## src/rtl/opb_register_bank.sv

```systemverilog
// OPB slave exposing NUM_REGS 32-bit registers in one address window.
// Each register is a writable control word or a read-only status word captured from the fabric.
module opb_register_bank #(
  parameter logic [31:0]          C_BASEADDR   = 32'h01010800,
  parameter logic [31:0]          C_HIGHADDR   = 32'h010108FF,
  parameter int                   C_OPB_AWIDTH = 32,
  parameter int                   C_OPB_DWIDTH = 32,
  parameter                       C_FAMILY     = "virtex6",
  parameter int                   NUM_REGS     = 4,
  parameter logic [NUM_REGS-1:0]  RO_MASK      = {NUM_REGS{1'b0}},
  parameter logic [31:0]          RST_VAL      = 32'h00000000
) (
  input  logic                      OPB_Clk,
  input  logic                      OPB_Rst,
  input  logic [0:C_OPB_AWIDTH-1]   OPB_ABus,
  input  logic [0:C_OPB_DWIDTH/8-1] OPB_BE,
  input  logic [0:C_OPB_DWIDTH-1]   OPB_DBus,
  input  logic                      OPB_RNW,
  input  logic                      OPB_select,
  input  logic                      OPB_seqAddr,
  output logic [0:C_OPB_DWIDTH-1]   Sl_DBus,
  output logic                      Sl_errAck,
  output logic                      Sl_retry,
  output logic                      Sl_toutSup,
  output logic                      Sl_xferAck,
  output logic [NUM_REGS*32-1:0]    user_data_out,
  input  logic [NUM_REGS*32-1:0]    user_data_in,
  output logic [NUM_REGS-1:0]       user_wr_stb
);

  typedef enum logic [1:0] {IDLE, ACK, WAIT} state_t;

  localparam logic [29:0] NUM_REGS_W = 30'(NUM_REGS);

  state_t              state;
  state_t              next_state;
  logic [31:0]         addr;
  logic [31:0]         offset;
  logic [29:0]         word_idx;
  logic [31:0]         wr_data;
  logic [3:0]          be;
  logic                hit;
  logic                in_range;
  logic                start;
  logic [NUM_REGS-1:0] sel;
  logic [31:0]         rd_data;
  logic [31:0]         regs [NUM_REGS];
  logic                unused_ok;

  // Big-endian bus numbering: bus bit n lands on user bit 31-n, so BE[0] enables user byte 3.
  assign addr     = OPB_ABus;
  assign wr_data  = OPB_DBus;
  assign be       = OPB_BE;
  assign offset   = addr - C_BASEADDR;
  assign word_idx = offset[31:2];
  assign hit      = OPB_select && (addr >= C_BASEADDR) && (addr <= C_HIGHADDR);
  assign in_range = word_idx < NUM_REGS_W;
  assign start    = (state == IDLE) && hit;

  always_comb begin
    sel = '0;
    for (int i = 0; i < NUM_REGS; i++) begin
      sel[i] = in_range && (word_idx == 30'(i));
    end
  end

  always_ff @(posedge OPB_Clk) begin
    if (OPB_Rst) begin
      state <= IDLE;
    end else begin
      state <= next_state;
    end
  end

  always_comb begin
    next_state = state;
    case (state)
      IDLE:    if (hit) next_state = ACK;
      ACK:     next_state = WAIT;
      WAIT:    if (!OPB_select) next_state = IDLE;
      default: next_state = IDLE;
    endcase
  end

  // Read-only entries of regs hold the status shadow captured at the decode edge.
  always_ff @(posedge OPB_Clk) begin
    if (OPB_Rst) begin
      for (int i = 0; i < NUM_REGS; i++) begin
        regs[i] <= RO_MASK[i] ? 32'h0 : RST_VAL;
      end
      user_wr_stb <= '0;
      rd_data     <= '0;
    end else begin
      user_wr_stb <= '0;
      if (start) begin
        rd_data <= '0;
      end
      for (int i = 0; i < NUM_REGS; i++) begin
        if (start && sel[i]) begin
          if (RO_MASK[i]) begin
            if (OPB_RNW) begin
              regs[i] <= user_data_in[32*i +: 32];
              rd_data <= user_data_in[32*i +: 32];
            end
          end else if (OPB_RNW) begin
            rd_data <= regs[i];
          end else begin
            for (int b = 0; b < 4; b++) begin
              if (be[b]) begin
                regs[i][8*b +: 8] <= wr_data[8*b +: 8];
              end
            end
            user_wr_stb[i] <= |be;
          end
        end
      end
    end
  end

  always_comb begin
    for (int i = 0; i < NUM_REGS; i++) begin
      user_data_out[32*i +: 32] = regs[i];
    end
  end

  assign Sl_xferAck = (state == ACK) && !OPB_Rst;
  assign Sl_DBus    = Sl_xferAck ? rd_data : '0;
  assign Sl_errAck  = 1'b0;
  assign Sl_retry   = 1'b0;
  assign Sl_toutSup = 1'b0;

  assign unused_ok = ^{OPB_seqAddr, offset[1:0], user_data_in, C_FAMILY};

endmodule

```

## config.mk

```make
export PLATFORM = sky130hd
export DESIGN_NAME = opb_register_bank
export DESIGN_NICKNAME = d
export VERILOG_FILES = /design/src/rtl/opb_register_bank.sv
export SDC_FILE = /design/constraint.sdc
export NUM_CORES = 1
export LEC_CHECK = 0
export BUFFER_PORTS_ARGS = -buffer_cell sky130_fd_sc_hd__buf_2
export CORE_AREA = 2 2 142 144
export DETAILED_ROUTE_END_ITERATION = 8
export DIE_AREA = 0 0 144 146
export HOLD_SLACK_MARGIN = 0.02
export PLACE_DENSITY_LB_ADDON = 0.08
export SYNTH_ARGS = -nofsm -noshare
export SYNTH_HDL_FRONTEND = slang
export SYNTH_SLANG_ARGS = --single-unit
export TNS_END_PERCENT = 5
```

## constraint.sdc

```tcl
create_clock -name OPB_Clk -period 3.1 [get_ports OPB_Clk]
set_input_delay 0.31 -clock OPB_Clk [delete_from_list [all_inputs] [get_ports OPB_Clk]]
set_output_delay 0.31 -clock OPB_Clk [all_outputs]
set_load 0.005 [all_outputs]
```

# Word level (Yosys, flattened, before mapping)
# Memories as Yosys holds them, arrays and structs flattened.
# Index checks and enable logic that the tools add are counted.
dict set report op_classes {
  add_sub_neg 1
  order_cmp 3
  eq_ne 7
  muxes 89
  bitwise 20
  reduce_logical 21
}
# op n
set ops {}
lappend ops {{$mux W32} 11}
lappend ops {{$mux W8} 16}
lappend ops {{$eq A30 B2 Y1 const B} 2}
lappend ops {{$mux W1} 59}
lappend ops {{$ge A32 B25 Y1 const B} 1}
lappend ops {{$le A32 B25 Y1 const B} 1}
lappend ops {{$sub A32 B25 Y32 const B} 1}
lappend ops {{$eq A30 B1 Y1 const B} 1}
lappend ops {{$logic_not A30 Y1} 1}
lappend ops {{$lt A30 B3 Y1 const B} 1}
lappend ops {{$or A1 B1 Y1} 16}
lappend ops {{$logic_and A1 B1 Y1} 12}
lappend ops {{$reduce_or A2 Y1} 4}
lappend ops {{$pmux W2 S3} 1}
lappend ops {{$mux W2} 2}
lappend ops {{$ne A2 B2 Y1 const B} 2}
lappend ops {{$not A1 Y1} 4}
lappend ops {{$reduce_or A4 Y1} 1}
lappend ops {{$eq A2 B1 Y1 const B} 1}
lappend ops {{$eq A2 B2 Y1 const B} 1}
lappend ops {{$logic_not A2 Y1} 1}
lappend ops {{$reduce_and A2 Y1} 1}
lappend ops {{$logic_not A1 Y1} 1}
dict set report word_totals {
  reg_bits 38
  ramBits 128
  in_bits 201
  output_inout_bits 168
  memories 1
}
# name depth width rd rd_clocked_by_memory_dff write_ports line_no
set memory_table {}
lappend memory_table {regs 4 32 4 0 4 47} ;# logic [31:0] regs [NUM_REGS];

# Logic depth before layout (Yosys ltp)
dict set report depth {
  depth_word 14
  depth_mapped 9
}

# Worst setup path after synthesis
# No wires, ideal clock.
dict set report synth_timing {
  path_kind {input to register}
  from {input OPB_ABus[20] in the netlist's numbering}
  to {memory regs[0][0], enable pin}
  setup_time_ps 326
  arrival_ps 2358
  setup_slack_ps 416
  cell_stages 9
  n_path_buf 1
  cell_sequence {inv_1 > ha_1 > nor4b_1 > o21a_1 > o211a_1 > nand2_1 > nor3_1 > buf_2 > a21o_1}
}
# item line_no
set synth_lines {}
lappend synth_lines {{start: declaration} 15} ;# input logic [0:C_OPB_AWIDTH-1] OPB_ABus,
lappend synth_lines {{end: declaration} 47}

==> results.sh <==
export IMPL_core_rowCount=51
export IMPL_status="completed"
export IMPL_h_tree_depth=4
export IMPL_place_hpwl_um=16900
export IMPL_yosys_area_top_type="edfxtp_1"
export IMPL_reg2reg_from="state[1]"
export IMPL_synth_area_leaders="edfxtp_1 (47%), and3_1 (9.9%), dfxtp_1 (9.3%)"
export IMPL_path_clk_slew_ns=0.07
export IMPL_endpoint_kind="flop"
export IMPL_synth_edf_count=128
export IMPL_track_usage_pct=22.6
export IMPL_gp_congestion=0.851
export IMPL_setup_viol=0
export IMPL_async_reset_ff_share_pct=0
export IMPL_clk_insertion_delay_late_ns=0.43
export IMPL_post_route_min_period_ns=2.72
export IMPL_fp_dieW_um=144
export IMPL_worstPathArrival_ns=2.80
export IMPL_io_pins=369
export IMPL_grt_max_degree=66
export IMPL_grt_pass1_wl_um=35800
export IMPL_syn_area_um2=8150
export IMPL_cts_setup_buffers=0
export IMPL_numPortBuffers=234
export IMPL_yosysWarnings=0
export IMPL_rrSetupSlack_ns=0.38
export IMPL_ff2ff_path_depth=7
export IMPL_numCtsBuffers=17
export IMPL_multiInputGateArea_um2=3120
export IMPL_ys_ff_latch=166
export IMPL_start_util_pct=42.2
export IMPL_core_region_area_um2=19300
export IMPL_die_area_um2=21000
export IMPL_setup_tns_final_ns=0
export IMPL_hp_class="input port to flop"
export IMPL_min_period_over_period_pct=87.6
export IMPL_rsz0062_at_grt="no"
export IMPL_cts_sinks=166
export IMPL_hold_violations=0
export IMPL_synth_seq_area_share_pct=56.5
export IMPL_crit_path_start_kind="flop"
export IMPL_cts_tree="done"
export IMPL_drt_iter0_drc=414
export IMPL_fmax_mhz=368
export IMPL_antenna_found_initial=3
export IMPL_cp_endpoint="regs[0][0]"
export IMPL_grt_pass1_vias=6326
export IMPL_path_class="flop to flop"
export IMPL_drive_gt1_share_pct=37.2
export IMPL_post_drt_wl_per_cell_um=20.3
export IMPL_fillCellCount=1737
export IMPL_clock_path_buffers=2
export IMPL_drc=0
export IMPL_hold_buffers=0
export IMPL_ir_drop_mv=0.356
export IMPL_syn_inst=672
export IMPL_avgSynthCellArea_um2=12.1
export IMPL_crit_start="state[1]"
export IMPL_synthDistinctLibCells=47
export IMPL_yosys_most_used_dff="edfxtp_1"
export IMPL_r2r_end="regs[0][0]"
export IMPL_die_h_um=146
export IMPL_regArea_um2=4600
export IMPL_layout_commonest_cell="buf_2"
export IMPL_finalWirelength_um=23800
export IMPL_synth_top_area_share_pct=47.1
export IMPL_nets=1094
export IMPL_mostFrequentLayoutCells="buf_2 (233), and3_1 (129), edfxtp_1 (128), dfxtp_1 (38), inv_1 (37)"
export IMPL_overflow=0
export IMPL_worst_pin_slew_ns=0.890
export IMPL_power_density_nw_per_um2=489
export IMPL_skew_ns=0.0109
export IMPL_via_per_inst=5.45
export IMPL_p_total_mw=5.03
export IMPL_num_vias=6383
export IMPL_timing_slew_headroom_pct=40.6
export IMPL_cap_violations=0
export IMPL_ant_nets=0
export IMPL_area_growth_syn_to_layout_pct=26.1
export IMPL_first_pass_iters=6
export IMPL_whs_ns=0.189
export IMPL_critPathRequiredTime_ns=3.18
export IMPL_total_leakage_power_nw=4.61
export IMPL_cts_root_buf="clkbuf_16"
export IMPL_slew_violations=0
export IMPL_cts_resized=0
export IMPL_critPathMaxFanout=27
[metrics by stage]
step	worst slack, ns	area (µm²)	util, %	cells
2_1_floorplan	0.416	8160	-	674
3_3_place_gp	0.149	9680	50.1	1138
3_5_place_dp	0.0643	9680	50.1	1138
4_1_cts	0.361	10300	53.1	1170
5_1_grt	0.191	10300	53.2	1172
6_report	0.383	10300	53.2	1172
[flip-flops by register name (all words and copies together), names as in the netlist]
| signal | cells |
|---|---|
| regs | 128 |
| rd_data | 32 |
| user_wr_stb | 4 |
| state | 2 |
[cells by family (layout without fill, tap and decap cells)]
kind of cell             Yosys count  count (layout)  share of synthesized area, %
AO/OA/AOI/OAI                    125             125                          15.1
flip-flops                       166             166                          56.5
multiplexers                      33              33                          4.05
buffers and inverters            100             331                          5.74
other                              1               5                        0.0460
XOR/XNOR                           2               2                         0.215
adder cells (fa/ha/maj)            1               1                         0.153
AND/OR/NAND/NOR                  244             244                          18.2
[final cells by class]
class	instances	share of cell area, %
sequential	166	44.8
multi-input combinational	408	30.4
timing repair buffer	262	14.4
clock buffer	21	4.70
tap	265	3.23
inverter	37	1.35
clock inverter	11	1.08
antenna	2	0.0487
[per-layer routing]
layer	GRT usage, %	share of wire (%)	wire length [µm]	up-vias
li1	-	-	-	2992
met1	30.1	44	10400	3076
met2	35.3	45	10700	287
met3	6.91	9.7	2320	28
met4	7.45	1.5	358	0
met5	0	0	0	-
[worst max-delay path, cell delays in order, from the launching register on]
cell and delay (ns):
dfxtp_1 0.35, nor3_1 0.20, nand3_1 0.10, nor4_1 0.49, nand2_1 0.37, nor3_2 0.30, buf_12 0.21, a21o_1 0.35
[cells in the mapped netlist, types with 2 or more instances]
library cell and count:
dfxtp_1 38, buf_4 9, clkbuf_1 41, or4_4 2
nor2b_1 6, mux2i_1 33, nor2_1 5, o211a_1 2
o31a_1 32, xnor2_1 2, and2_1 36, a221oi_2 30
o211ai_1 33, nor3b_1 2, o21ai_0 2, a21o_1 16
and3_1 129, a221oi_1 2, buf_2 5, nand2_1 34
edfxtp_1 128, nor3_1 6, nand3_1 4, nor4_1 7
buf_6 7, nor3_2 4, inv_1 37
[power by group]
part           switching [mW]  internal [mW]
Clock                   0.905           1.22
Combinational           0.233          0.146
Sequential             0.0543           2.48
[how the worst min path moves through the flow]
stage,slack [ns],end,depth (start not counted),start
global placement,0.50,state[1],2,state[0]
finish,0.19,user_wr_stb[0],2,OPB_ABus[28]
CTS,0.16,user_wr_stb[0],2,OPB_ABus[28]
floorplan,0.39,user_wr_stb[0],1,OPB_ABus[28]
detailed placement,0.50,state[1],2,state[0]
global route,0.18,user_wr_stb[0],2,OPB_ABus[28]
Power figures use the tool's default switching activity.
